--- src/rtl/scarv_soc_bram_arbiter_if.sv ---
// -----------------------------------------------------------------------------
// scarv_soc_bram_arbiter_if
//
// Purpose : One requester's connection to the shared BRAM arbiter. Each
//           requester (p0, p1) gets its own instance of this interface.
//
// Signals :
//   req       requester -> arbiter  access request, held with its payload until gnt
//   we[3:0]   requester -> arbiter  byte write strobes, 4'b0000 means read
//   addr      requester -> arbiter  byte address (LW bits, word aligned by BRAM)
//   wdata     requester -> arbiter  write data
//   lock      requester -> arbiter  keep ownership after this access
//   gnt       arbiter -> requester  combinational, access accepted this cycle
//   rsp_valid arbiter -> requester  registered, response to last cycle's grant
//   rdata     arbiter -> requester  read data, zero when rsp_valid is low
//
// Modports: master = requester side, slave = arbiter side.
// -----------------------------------------------------------------------------
interface scarv_soc_bram_arbiter_if #(
    parameter int LW = 10
);
    logic          req;
    logic [3:0]    we;
    logic [LW-1:0] addr;
    logic [31:0]   wdata;
    logic          lock;
    logic          gnt;
    logic          rsp_valid;
    logic [31:0]   rdata;

    modport master (
        output req, we, addr, wdata, lock,
        input  gnt, rsp_valid, rdata
    );

    modport slave (
        input  req, we, addr, wdata, lock,
        output gnt, rsp_valid, rdata
    );
endinterface

--- src/rtl/scarv_soc_bram_arbiter.sv ---
// -----------------------------------------------------------------------------
// scarv_soc_bram_arbiter
//
// Purpose : Shares a single BRAM port between two requesters (p0, p1).
//           Round-robin arbitration, at most one access per cycle, fixed
//           1-cycle read latency with the response routed back to the
//           requester that was granted. Writes are acknowledged the same way
//           and return the word as it was before the write.
//
// Optional feature: define SCARV_SOC_BRAM_ARB_LOCK_EN to enable the lock
//           mechanism, letting one requester hold the port for atomic
//           read-modify-write sequences (bounded by LOCK_MAX grants). Without
//           the macro pN.lock is ignored and arbitration is pure round robin.
//
// Parameters:
//   DEPTH     BRAM depth in bytes; address width LW = $clog2(DEPTH)
//   LOCK_MAX  max consecutive locked grants before the lock is forced off
//
// Ports:
//   clka        clock, all logic on posedge
//   rsta        synchronous active-high reset
//   p0, p1      requester interfaces (slave modport)
//   bram_en     BRAM enable (any grant)
//   bram_we     BRAM byte write strobes of the winner
//   bram_addr   BRAM byte address of the winner
//   bram_din    BRAM write data of the winner
//   bram_dout   BRAM registered read data (1-cycle latency)
// -----------------------------------------------------------------------------
module scarv_soc_bram_arbiter #(
    parameter int DEPTH    = 1024,
    parameter int LOCK_MAX = 16,
    localparam int LW      = $clog2(DEPTH)
) (
    input  logic                    clka,
    input  logic                    rsta,
    scarv_soc_bram_arbiter_if.slave p0,
    scarv_soc_bram_arbiter_if.slave p1,
    output logic                    bram_en,
    output logic [3:0]              bram_we,
    output logic [LW-1:0]           bram_addr,
    output logic [31:0]             bram_din,
    input  logic [31:0]             bram_dout
);

    // Requester winning the next tie (0 = p0, 1 = p1).
    logic prio_q, prio_d;
    // A response is due this cycle, and which requester it belongs to.
    logic rsp_pend_q, rsp_pend_d;
    logic rsp_owner_q, rsp_owner_d;

    logic lock_act;
    logic lock_owner;
    logic elig0, elig1;
    logic gnt0, gnt1;
    logic any_gnt;
    logic rsp0, rsp1;

    // ---------------------------------------------------------------------
    // Lock state
    // ---------------------------------------------------------------------
`ifdef SCARV_SOC_BRAM_ARB_LOCK_EN
    logic       lock_act_q, lock_act_d;
    logic       lock_owner_q, lock_owner_d;
    logic [7:0] lock_cnt_q, lock_cnt_d;
    logic [8:0] lock_cnt_inc;
    logic       owner_req;
    logic       win_lock;

    assign lock_act   = lock_act_q;
    assign lock_owner = lock_owner_q;

    always_comb begin
        lock_act_d   = lock_act_q;
        lock_owner_d = lock_owner_q;
        lock_cnt_d   = lock_cnt_q;
        lock_cnt_inc = {1'b0, lock_cnt_q} + 9'd1;
        owner_req    = lock_owner_q ? p1.req : p0.req;
        win_lock     = gnt1 ? p1.lock : p0.lock;

        // Owner went idle: it has given up the port.
        if (lock_act_q && !owner_req) begin
            lock_act_d = 1'b0;
            lock_cnt_d = 8'd0;
        end

        if (any_gnt) begin
            if (win_lock) begin
                if (lock_cnt_inc == 9'(LOCK_MAX)) begin
                    // Budget exhausted: release. prio already points at the
                    // other requester because the owner just won.
                    lock_act_d = 1'b0;
                    lock_cnt_d = 8'd0;
                end else begin
                    lock_act_d   = 1'b1;
                    lock_owner_d = gnt1;
                    lock_cnt_d   = lock_cnt_inc[7:0];
                end
            end else if (lock_act_q) begin
                // While locked only the owner can be granted, so this is the
                // owner finishing its atomic sequence.
                lock_act_d = 1'b0;
                lock_cnt_d = 8'd0;
            end
        end
    end

    always_ff @(posedge clka) begin
        if (rsta) begin
            lock_act_q   <= 1'b0;
            lock_owner_q <= 1'b0;
            lock_cnt_q   <= 8'd0;
        end else begin
            lock_act_q   <= lock_act_d;
            lock_owner_q <= lock_owner_d;
            lock_cnt_q   <= lock_cnt_d;
        end
    end
`else
    logic unused_lock;

    assign lock_act    = 1'b0;
    assign lock_owner  = 1'b0;
    assign unused_lock = p0.lock ^ p1.lock ^ lock_owner;
`endif

    // ---------------------------------------------------------------------
    // Arbitration
    // ---------------------------------------------------------------------
    always_comb begin
        // With a lock active only the owner may compete.
        elig0   = p0.req & (~lock_act | ~lock_owner);
        elig1   = p1.req & (~lock_act |  lock_owner);
        gnt0    = ~rsta & elig0 & (~elig1 | ~prio_q);
        gnt1    = ~rsta & elig1 & (~elig0 |  prio_q);
        any_gnt = gnt0 | gnt1;
    end

    assign p0.gnt = gnt0;
    assign p1.gnt = gnt1;

    // ---------------------------------------------------------------------
    // BRAM drive: winner's payload, all zero when idle
    // ---------------------------------------------------------------------
    always_comb begin
        bram_en   = any_gnt;
        bram_we   = 4'b0000;
        bram_addr = '0;
        bram_din  = 32'd0;
        if (gnt0) begin
            bram_we   = p0.we;
            bram_addr = p0.addr;
            bram_din  = p0.wdata;
        end else if (gnt1) begin
            bram_we   = p1.we;
            bram_addr = p1.addr;
            bram_din  = p1.wdata;
        end
    end

    // ---------------------------------------------------------------------
    // Priority and response tracking
    // ---------------------------------------------------------------------
    always_comb begin
        prio_d      = prio_q;
        rsp_pend_d  = any_gnt;
        rsp_owner_d = gnt1;
        // Whoever wins hands the next tie to the other requester.
        if (any_gnt) begin
            prio_d = ~gnt1;
        end
    end

    always_ff @(posedge clka) begin
        if (rsta) begin
            prio_q      <= 1'b0;
            rsp_pend_q  <= 1'b0;
            rsp_owner_q <= 1'b0;
        end else begin
            prio_q      <= prio_d;
            rsp_pend_q  <= rsp_pend_d;
            rsp_owner_q <= rsp_owner_d;
        end
    end

    // The pending flag is still set during the first reset cycle, so the
    // outputs are also masked with rsta to drop that response.
    assign rsp0 = ~rsta & rsp_pend_q & ~rsp_owner_q;
    assign rsp1 = ~rsta & rsp_pend_q &  rsp_owner_q;

    assign p0.rsp_valid = rsp0;
    assign p1.rsp_valid = rsp1;
    assign p0.rdata     = rsp0 ? bram_dout : 32'd0;
    assign p1.rdata     = rsp1 ? bram_dout : 32'd0;

endmodule

--- src/flat_wrapper.sv ---
// flat-port wrapper written by rule: the top's interface ports become plain ports
module scarv_soc_bram_arbiter_flat 
#(
    parameter int DEPTH    = 1024,
    parameter int LOCK_MAX = 16,
    localparam int LW      = $clog2(DEPTH)
)
  (clka, rsta, bram_en, bram_we, bram_addr, bram_din, bram_dout, p0_req, p0_we, p0_addr, p0_wdata, p0_lock, p0_gnt, p0_rsp_valid, p0_rdata, p1_req, p1_we, p1_addr, p1_wdata, p1_lock, p1_gnt, p1_rsp_valid, p1_rdata);
  scarv_soc_bram_arbiter_if #(.LW((10))) p0_i ();
  scarv_soc_bram_arbiter_if #(.LW((10))) p1_i ();
  input  logic clka;
  input  logic rsta;
  output logic bram_en;
  output logic [3:0] bram_we;
  output logic [LW-1:0] bram_addr;
  output logic [31:0] bram_din;
  input  logic [31:0] bram_dout;
  input wire logic [$bits(p0_i.req)-1:0] p0_req;
  input wire logic [$bits(p0_i.we)-1:0] p0_we;
  input wire logic [$bits(p0_i.addr)-1:0] p0_addr;
  input wire logic [$bits(p0_i.wdata)-1:0] p0_wdata;
  input wire logic [$bits(p0_i.lock)-1:0] p0_lock;
  output wire logic [$bits(p0_i.gnt)-1:0] p0_gnt;
  output wire logic [$bits(p0_i.rsp_valid)-1:0] p0_rsp_valid;
  output wire logic [$bits(p0_i.rdata)-1:0] p0_rdata;
  input wire logic [$bits(p1_i.req)-1:0] p1_req;
  input wire logic [$bits(p1_i.we)-1:0] p1_we;
  input wire logic [$bits(p1_i.addr)-1:0] p1_addr;
  input wire logic [$bits(p1_i.wdata)-1:0] p1_wdata;
  input wire logic [$bits(p1_i.lock)-1:0] p1_lock;
  output wire logic [$bits(p1_i.gnt)-1:0] p1_gnt;
  output wire logic [$bits(p1_i.rsp_valid)-1:0] p1_rsp_valid;
  output wire logic [$bits(p1_i.rdata)-1:0] p1_rdata;
  assign p0_i.req = p0_req;
  assign p0_i.we = p0_we;
  assign p0_i.addr = p0_addr;
  assign p0_i.wdata = p0_wdata;
  assign p0_i.lock = p0_lock;
  assign p0_gnt = p0_i.gnt;
  assign p0_rsp_valid = p0_i.rsp_valid;
  assign p0_rdata = p0_i.rdata;
  assign p1_i.req = p1_req;
  assign p1_i.we = p1_we;
  assign p1_i.addr = p1_addr;
  assign p1_i.wdata = p1_wdata;
  assign p1_i.lock = p1_lock;
  assign p1_gnt = p1_i.gnt;
  assign p1_rsp_valid = p1_i.rsp_valid;
  assign p1_rdata = p1_i.rdata;
  scarv_soc_bram_arbiter #(.DEPTH(DEPTH), .LOCK_MAX(LOCK_MAX)) u_core (.clka(clka), .rsta(rsta), .p0(p0_i), .p1(p1_i), .bram_en(bram_en), .bram_we(bram_we), .bram_addr(bram_addr), .bram_din(bram_din), .bram_dout(bram_dout));
endmodule
--- config.mk ---
export PLATFORM = sky130hd
export DESIGN_NAME = scarv_soc_bram_arbiter_flat
export DESIGN_NICKNAME = d
export VERILOG_FILES = /design/src/rtl/scarv_soc_bram_arbiter_if.sv /design/src/rtl/scarv_soc_bram_arbiter.sv /design/src/flat_wrapper.sv
export SDC_FILE = /design/constraint.sdc
export NUM_CORES = 1
export LEC_CHECK = 0
export ABC_CLOCK_PERIOD_IN_PS = 1900
export CAP_MARGIN = 20
export CORE_AREA = 2 2 95 97
export DETAILED_ROUTE_END_ITERATION = 6
export DIE_AREA = 0 0 97 99
export PLACE_DENSITY_LB_ADDON = 0.25
export SLEW_MARGIN = 40
export SYNTH_ARGS = -nofsm -noshare
export SYNTH_HDL_FRONTEND = slang
export SYNTH_SLANG_ARGS = --single-unit
--- constraint.sdc ---
create_clock -name clka -period 1.9 [get_ports clka]
set_clock_uncertainty 0.1 [all_clocks]
set_input_delay 0.19 -clock clka [delete_from_list [all_inputs] [get_ports clka]]
set_output_delay 0.19 -clock clka [all_outputs]
set_load 0.02 [all_outputs]
==> summary.txt, run 1 <==
Outcome
  • Status: completed

Placement
  • PortBufs: 242
  • Place WS: -389 ps
  • DP Area: 3850 µm²
  • # placed instances: 535
  • GPL Wtd Cong: 0.818
  • Post-DP HPWL: 6.16 mm

Min path
  • Worst hold endpoint: u_core.rsp_pend_q
  • Hold path cells: 4
  • HP Start: p0_req
  • Worst min path class: in -> reg

Yosys
  • Mapped Avg Cell Area: 6.44 µm²
  • #FFs+latches synth: 3
  • Synth top cells by count: and2_1, nor2_1, a32oi_1, buf_2, clkbuf_1
  • Syn_nets: 329
  • Synth area leader: a32oi_1
  • Synthesized area: 1280 µm²
  • Number of flops mapped to enable cells by yosys: 0
  • Syn Inst Count: 199
  • Top cells by area, synth: a32oi_1, and2_1, nor2_1
  • Share of the synthesized area in the top cell type: 31.4%
  • Ys flop type: dfxtp_1
  • Synth warn: 0
  • Synth cell types: 17
  • Seq/Total Area, Yosys: 4.69%
  • Most numerous cell in the Yosys netlist: and2_1
  • Post-synthesis async set-or-reset flop share: 0%

Route
  • ANT nets after route: 0
  • 1st-pass router iterations: 4
  • Wirelength per Cell: 14.8 µm
  • Initial drt markers: 81
  • Wirelength, routed: 8.03 mm
  • # DRC: 0
  • DR vias/cell: 4.49
  • Via count: 2435

Clock network
  • TritonCTS Buffers: 3
  • CTS sink cnt: 3
  • Cts hold-fix bufs: 0
  • Clk pin slew, worst setup/hold paths: 30 ps
  • Root Buffer: clkbuf_8
  • Clock Path Buffers: 2
  • CTS tree: yes
  • Htree depth: 1
  • Clk Latency, worst-skew pair: 220 ps

Floorplan
  • Die X: 97 µm
  • Starting Density: 15.0%
  • I/O pin count: 245
  • Die span in y: 99 µm
  • Core ar.: 8550 µm²
  • Die ar.: 9600 µm²
  • # rows: 34

Critical path
  • Setup Crit Path Kind: reg -> out
  • Reg2Reg Setup Slack: 710 ps
  • Worst r2r src: u_core.prio_q
  • FF-to-FF End: u_core.rsp_owner_q
  • CP endpoint kind: output port
  • R2R cell count: 5
  • Max FO, Critical Path: 33
  • Worst Path Arrival: 1550 ps
  • Startpoint Class: register
  • Critical Path RT: 1610 ps

Global routing
  • Total track usage: 15.0%
  • Largest net degree at the start of global routing: 34
  • First-pass GRT wire length: 12.0 mm
  • Vias in the first global route: 2333
  • Final global-route overflow total: 0
  • Initial antenna violation count: 0

STA
  • Fin crit share: 96.9%
  • Slew Limit Headroom: 78.7%
  • Max-slew violation count: 0
  • Final Setup Violations: 0
  • FMAX: 543 MHz
  • Setup WS post-layout: 59.0 ps
  • WHS: 303 ps
  • Tightest Pin Transition: 320 ps
  • Setup TNS: 0 ps
  • Final min period: 1840 ps
  • RSZ-0062 raised after global routing: no
  • Number of hold violations in the final report: 0

Power
  • Maximum vdd ir drop: 0.0000891 V
  • PD cells: 282 nW/µm²
  • Lkg Pwr: 1.83 nW

Layout
  • Diodes inserted: 0
  • Layout cells sized above 1: 14.1%
  • Final cell count without fillers: 542
  • Finished Cell Area: 3730 µm²
  • Final Net Count: 565
  • P&R area growth vs syn: 191%
  • Layout fillers: 890

Flow run
  • Max cap viols: 0
metal layers:
| metal | global-route usage (%) | wire [µm] | vias up | share of wire [%] |
|---|---|---|---|---|
| li1 | - | - | 1185 | - |
| met1 | 16.7 | 3110 | 1107 | 39 |
| met4 | 1.08 | 0 | 0 | 0 |
| met5 | 0 | 0 | - | 0 |
| met2 | 30.2 | 4310 | 143 | 54 |
| met3 | 3.19 | 616 | 0 | 7.7 |
report_power, final:
part	switching [W]	total [W]	internal (W)	leakage, nW
combinational	0.000353	0.000794	0.000441	1.78
sequential	0.00000369	0.0000713	0.0000676	0.0250
clock	0.0000432	0.000186	0.000143	0.0228
cells in the final DEF, fill, tap and decap left out:
master | synthesis | final
a21boi_4 | 0 | 1
a21oi_1 | 1 | 1
a32oi_1 | 46 | 46
and2_1 | 64 | 64
and3b_1 | 1 | 1
buf_12 | 0 | 7
buf_16 | 0 | 1
buf_2 | 13 | 30
buf_4 | 2 | 10
clkbuf_1 | 5 | 1
clkbuf_16 | 0 | 1
clkbuf_2 | 4 | 5
clkbuf_8 | 0 | 3
clkdlybuf4s15_1 | 0 | 11
clkdlybuf4s15_2 | 0 | 1
clkdlybuf4s50_1 | 0 | 126
dfxtp_1 | 3 | 3
dlygate4sd2_1 | 0 | 64
dlymetal6s2s_1 | 0 | 2
nand2_1 | 1 | 1
nand2b_1 | 1 | 1
nand2b_4 | 1 | 1
nor2_1 | 51 | 51
nor2b_1 | 1 | 1
nor3b_4 | 1 | 1
worst max-delay path, stage by stage (launching register included):
cell and delay [ps]:
dfxtp_1 320, nor3b_4 210, buf_12 190, clkdlybuf4s50_1 620
state kept, by name (all words and copies together), names as in the netlist:
register and cells:
u_core.prio_q 1, u_core.rsp_owner_q 1, u_core.rsp_pend_q 1
cells by family (layout without fill, tap and decap cells):
logic type             Yosys count  count (layout)  synth area share [%]
AND/OR/NAND/NOR                121             121                  50.7
AO/OA/AOI/OAI                   48              48                  32.7
flip-flops                       3               3                  4.69
buffers and inverters           27             262                  11.9
stage by stage:
step / power, W / util (%)
after floorplan: 0.000401 / -
after global placement: 0.000911 / 45.1
after detailed placement: 0.000919 / 45.1
after CTS: 0.00106 / 43.5
after global routing: 0.00111 / 43.6
final: 0.00105 / 43.6
worst max-delay path by stage:
| stage | start | to | slack, ps | cells after the start |
|---|---|---|---|---|
| floorplan | u_core.prio_q | bram_addr[0] | 430 | 5 |
| global placement | p0_req | bram_din[24] | -370 | 6 |
| detailed placement | p0_req | bram_din[24] | -390 | 6 |
| CTS | p0_req | bram_din[16] | 0.2 | 7 |
| global route | u_core.prio_q | p1_gnt | 2 | 5 |
| finish | u_core.rsp_owner_q | p0_rsp_valid | 60 | 3 |
timing repair:
item	CTS	global route
endpoints found under the setup margin	111	38
buffers inserted	1	0
resized for setup	219	10
pin swaps	1	1
gates cloned	1	1
layout make-up:
| class | count | area (µm²) | area share, % |
|---|---|---|---|
| clock buffer | 4 | 45.0 | 1.21 |
| multi-input combinational | 169 | 1080 | 28.9 |
| tap | 108 | 135 | 3.63 |
| timing repair buffer | 258 | 2410 | 64.7 |
| sequential | 3 | 60.1 | 1.61 |
No activity file was read; power rests on OpenSTA's default activity.
==> inputs of run 2 (changes only) <==
--- a/config.mk
+++ b/config.mk
@@ -11,6 +11,7 @@
 export DETAILED_ROUTE_END_ITERATION = 6
 export DIE_AREA = 0 0 97 99
 export PLACE_DENSITY_LB_ADDON = 0.25
+export SKIP_CTS_REPAIR_TIMING = 1
 export SLEW_MARGIN = 40
 export SYNTH_ARGS = -nofsm -noshare
 export SYNTH_HDL_FRONTEND = slang
==> summary.txt, run 2 (synthesized netlist as in run 1, its figures left out) <==
Global routing
  • Final global-route overflow total: 0
  • Largest net degree at the start of global routing: 34
  • Total track usage: 14.5%
  • Vias in the first global route: 2298
  • Initial antenna violation count: 0
  • First-pass GRT wire length: 11.7 mm

Floorplan
  • Die ar.: 9600 µm²
  • I/O pin count: 245
  • Starting Density: 15.0%
  • Core ar.: 8550 µm²
  • Die X: 97 µm
  • # rows: 34
  • Die span in y: 99 µm

Layout
  • Layout cells sized above 1: 9.15%
  • Leading cell type in the layout, fill and taps excluded: clkdlybuf4s50_1
  • Diodes inserted: 0
  • Final Util: 49.0%
  • P&R area growth vs syn: 227%
  • Final cell count without fillers: 545
  • FF+latch area: 61.3 µm²
  • Final Net Count: 568
  • Multi-input gate area: 1080 µm²
  • Largest regs: u_core.prio_q x1, u_core.rsp_owner_q x1, u_core.rsp_pend_q x1
  • Finished Cell Area: 4190 µm²
  • Layout fillers: 800
  • Most frequent cells in the layout: clkdlybuf4s50_1, dlymetal6s2s_1, and2_1

Flow run
  • Max cap viols: 0

Route
  • WL met1: 3.15 mm
  • 1st-pass router iterations: 4
  • WL met3: 673 µm
  • Wirelength, routed: 8.18 mm
  • DR vias/cell: 4.52
  • Initial drt markers: 63
  • Via count: 2463
  • # DRC: 0
  • Metal2 WL: 4.31 mm
  • Max Used Layer: met4
  • ANT nets after route: 0
  • Wirelength per Cell: 15.0 µm

STA
  • RSZ-0062 raised after global routing: yes
  • FMAX: 531 MHz
  • Slew Limit Headroom: 80.0%
  • Number of hold violations in the final report: 0
  • Final Setup Violations: 0
  • Final min period: 1880 ps
  • Fin crit share: 99.1%
  • Tightest Pin Transition: 301 ps
  • Setup WS post-layout: 16.6 ps
  • Max-slew violation count: 0

Critical path
  • Reg2Reg Setup Slack: 770 ps
  • CP endpoint kind: output port
  • CP peak stage delay: 330 ps
  • Worst Path Arrival: 1590 ps
  • FF-to-FF End: u_core.rsp_owner_q
  • Most common cell on crit path: buf_4
  • Worst setup endpoint: bram_addr[7]
  • Cells along the critical path: a21boi_4, buf_6, clkbuf_16, buf_8, buf_4, a32oi_1, nor2_1, buf_4
  • Crit-path leading delay family: buffers and inverters
  • Max FO, Critical Path: 7
  • Worst r2r src: u_core.prio_q
  • Startpoint Class: register
  • Critical path origin: u_core.prio_q
  • R2R cell count: 5
  • Setup Crit Path Kind: reg -> out
  • Slowest CP cell: dfxtp_2
  • Critical Path RT: 1610 ps
  • WP depth: 8
  • Crit path buf inv count: 5

Placement
  • GPL Wtd Cong: 0.818
  • Post-DP HPWL: 6.16 mm
  • DP Area: 3850 µm²
  • Place WS: -389 ps
  • # placed instances: 535
  • PortBufs: 242

Clock network
  • Htree depth: 1
  • TritonCTS Buffers: 3
  • Clk Latency, worst-skew pair: 210 ps
  • Clock Path Buffers: 2
  • Clk pin slew, worst setup/hold paths: 30 ps
  • Root Buffer: clkbuf_8
  • CTS sink cnt: 3
  • CTS tree: yes

Outcome
  • Status: completed

Power
  • PD cells: 261 nW/µm²
  • Maximum vdd ir drop: 0.0000991 V
  • Lkg Pwr: 3.20 nW
  • Design Power: 0.00109 W

Min path
  • Worst min path class: in -> reg
  • HP Start: p0_req
run 2: how the worst min path moves through the flow:
stage | endpoint | slack [ps] | cells after the start
5_1_grt | u_core.rsp_pend_q | 350 | 4
3_5_place_dp | u_core.prio_q | 440 | 2
3_3_place_gp | u_core.prio_q | 420 | 2
6_report | u_core.rsp_pend_q | 290 | 4
4_1_cts | u_core.rsp_owner_q | 370 | 3
2_1_floorplan | u_core.rsp_pend_q | 220 | 2
run 2: stage by stage:
step | setup TNS, ps | hold slack (ps)
floorplan | 0 | 216
global placement | -13490 | 421
detailed placement | -14160 | 438
CTS | -20520 | 372
global route | -225 | 351
finish | 0 | 292
run 2: metal layers:
layer	vias up	GRT usage [%]
met5	-	0
met1	1121	15.9
met2	145	29.1
met4	0	0.975
met3	4	3.76
li1	1193	-
run 2: power breakdown:
part           total (W)  internal [W]  switching, W
Clock           0.000184      0.000143     0.0000414
Combinational   0.000838      0.000486      0.000352
Sequential     0.0000717     0.0000679    0.00000372
run 2: worst reg2reg max path, delay by kind of cell (launching register included):
family / cells / cell delay (ps)
flops: 1 / 360
buf+inv: 2 / 290
simple gates: 3 / 310
run 2: final cells by class:
cell class,instances,area share [%]
Clock buffer,4,1.08
Multi-Input combinational cell,169,25.7
Timing Repair Buffer,261,68.5
Tap cell,108,3.23
Sequential cell,3,1.46
==> inputs of run 3 (changes only) <==
--- a/config.mk
+++ b/config.mk
@@ -7,9 +7,12 @@
 export LEC_CHECK = 0
 export ABC_CLOCK_PERIOD_IN_PS = 1900
 export CAP_MARGIN = 20
-export CORE_AREA = 2 2 95 97
+export CELL_PAD_IN_SITES_DETAIL_PLACEMENT = 1
+export CELL_PAD_IN_SITES_GLOBAL_PLACEMENT = 1
+export CORE_ASPECT_RATIO = 0.5
+export CORE_MARGIN = 2
+export CORE_UTILIZATION = 11
 export DETAILED_ROUTE_END_ITERATION = 6
-export DIE_AREA = 0 0 97 99
 export PLACE_DENSITY_LB_ADDON = 0.25
 export SKIP_CTS_REPAIR_TIMING = 1
 export SLEW_MARGIN = 40
==> summary.txt, run 3 (synthesized netlist as in run 1, its figures left out) <==
Power
  • PD cells: 289 nW/µm²
  • Seq pwr share: 5.7%
  • Clock power share: 26.8%
  • Maximum vdd ir drop: 0.000209 V
  • Lkg Pwr: 3.36 nW
  • Switch share: 33.5%
  • Net Sw Power: 0.000418 W
  • Comb power frac: 67.5%
  • Design Power: 0.00125 W
  • Pint: 0.000829 W

STA
  • Max-slew violation count: 0
  • Slew Limit Headroom: 78.8%
  • Setup TNS: 0 ps
  • Tightest Pin Transition: 318 ps
  • RSZ-0062 raised after global routing: no
  • Number of hold violations in the final report: 0
  • FMAX: 561 MHz
  • Fin crit share: 93.8%
  • Final min period: 1780 ps
  • Final Setup Violations: 0

Floorplan
  • Die span in y: 80.3 µm
  • Die ar.: 12600 µm²
  • Die X: 157 µm
  • Starting Density: 11.5%
  • # rows: 27
  • I/O pin count: 245
  • Core ar.: 11200 µm²

Route
  • DR vias/cell: 4.07
  • Wirelength, routed: 9.35 mm
  • Wirelength per Cell: 15.8 µm
  • 1st-pass router iterations: 4
  • # DRC: 0
  • Via count: 2412
  • Initial drt markers: 104
  • ANT nets after route: 0

Clock network
  • Clk pin slew, worst setup/hold paths: 30 ps
  • Clock Path Buffers: 2
  • CTS sink cnt: 3
  • Clk Latency, worst-skew pair: 220 ps
  • TritonCTS Buffers: 3
  • Root Buffer: clkbuf_16
  • CTS tree: yes
  • Htree depth: 1

Outcome
  • Status: completed

Critical path
  • Worst Path Arrival: 1490 ps
  • CP endpoint kind: output port
  • Crit path buf inv count: 3
  • CP peak stage delay: 330 ps
  • Slowest CP cell: dfxtp_1
  • Setup Crit Path Kind: reg -> out
  • Cells along the critical path: a21boi_4, buf_6, clkbuf_16, a32oi_1, nor2_1, dlymetal6s2s_1
  • Max FO, Critical Path: 13
  • Crit-path leading delay family: buffers and inverters
  • Critical Path RT: 1610 ps
  • Startpoint Class: register

Global routing
  • Total track usage: 12.9%
  • First-pass GRT wire length: 13.0 mm
  • Final global-route overflow total: 0
  • Initial antenna violation count: 0
  • Vias in the first global route: 2351
  • Largest net degree at the start of global routing: 53

Min path
  • Worst min path class: in -> reg

Layout
  • Finished Cell Area: 4310 µm²
  • Diodes inserted: 0
  • Most frequent cells in the layout: clkdlybuf4s50_1, dlymetal6s2s_1, and2_1
  • P&R area growth vs syn: 237%
  • Layout cells sized above 1: 5.99%
  • Leading cell type in the layout, fill and taps excluded: clkdlybuf4s50_1
  • Largest regs: u_core.prio_q x1, u_core.rsp_owner_q x1, u_core.rsp_pend_q x1
  • Final Util: 38.6%
  • Final Net Count: 565

Placement
  • Post-DP HPWL: 7.08 mm
  • GPL Wtd Cong: 0.735
  • PortBufs: 242
  • DP Area: 3920 µm²

Flow run
  • Max cap viols: 0
[run 3: changes by cell type in the layout (fill, tap and decap cells not counted), sizes merged]
cell / change
clkdlybuf4s50: -1
buf: -8
clkbuf: -5
dlymetal6s2s: +11
[run 3: worst min-delay path: cells and delay by family]
kind	cells	cell delay [ps]
buffers and inverters	2	250
AND/OR/NAND/NOR	2	120
[run 3: layout make-up]
type / count / area, µm²
fillers: 1295 / 6870
repair buffers: 258 / 2900
flip-flops and latches: 3 / 60.1
clock buffers: 4 / 78.8
well taps: 159 / 199
multi-input cells: 169 / 1080
[run 3: worst paths after layout]
path	from	to	slack, ps	depth (start not counted)
worst max-delay path	u_core.prio_q	bram_addr[7]	120	6
worst min-delay path	p0_req	u_core.rsp_pend_q	270	4
worst max register to register	u_core.prio_q	u_core.rsp_owner_q	690	5
worst min register to register	u_core.prio_q	u_core.prio_q	430	2
[run 3: per-layer routing]
metal	vias to the layer above	wire length, µm	global-route usage (%)
met2	95	4920	24.3
met3	8	456	1.57
li1	1192	-	-
met1	1117	3830	15.8
met5	-	0	0
met4	0	145	2.66
[run 3: power by group through the flow]
stage	clock network (W)	registers (W)	logic (W)
after global routing	0.000348	0.0000719	0.000902
after global placement	0	0.0000719	0.000852
after CTS	0.000339	0.0000712	0.000860
after detailed placement	0	0.0000721	0.000855
final	0.000334	0.0000710	0.000842
after floorplan	0	0.0000709	0.000330
[run 3: through the flow]
| stage | worst slack, ps | std cells | hold WS (ps) |
|---|---|---|---|
| finish | 117 | 593 | 269 |
| global route | 36.6 | 593 | 320 |
| CTS | -403 | 591 | 364 |
| detailed placement | -395 | 587 | 431 |
| global placement | -352 | 587 | 412 |
| floorplan | 431 | 199 | 216 |
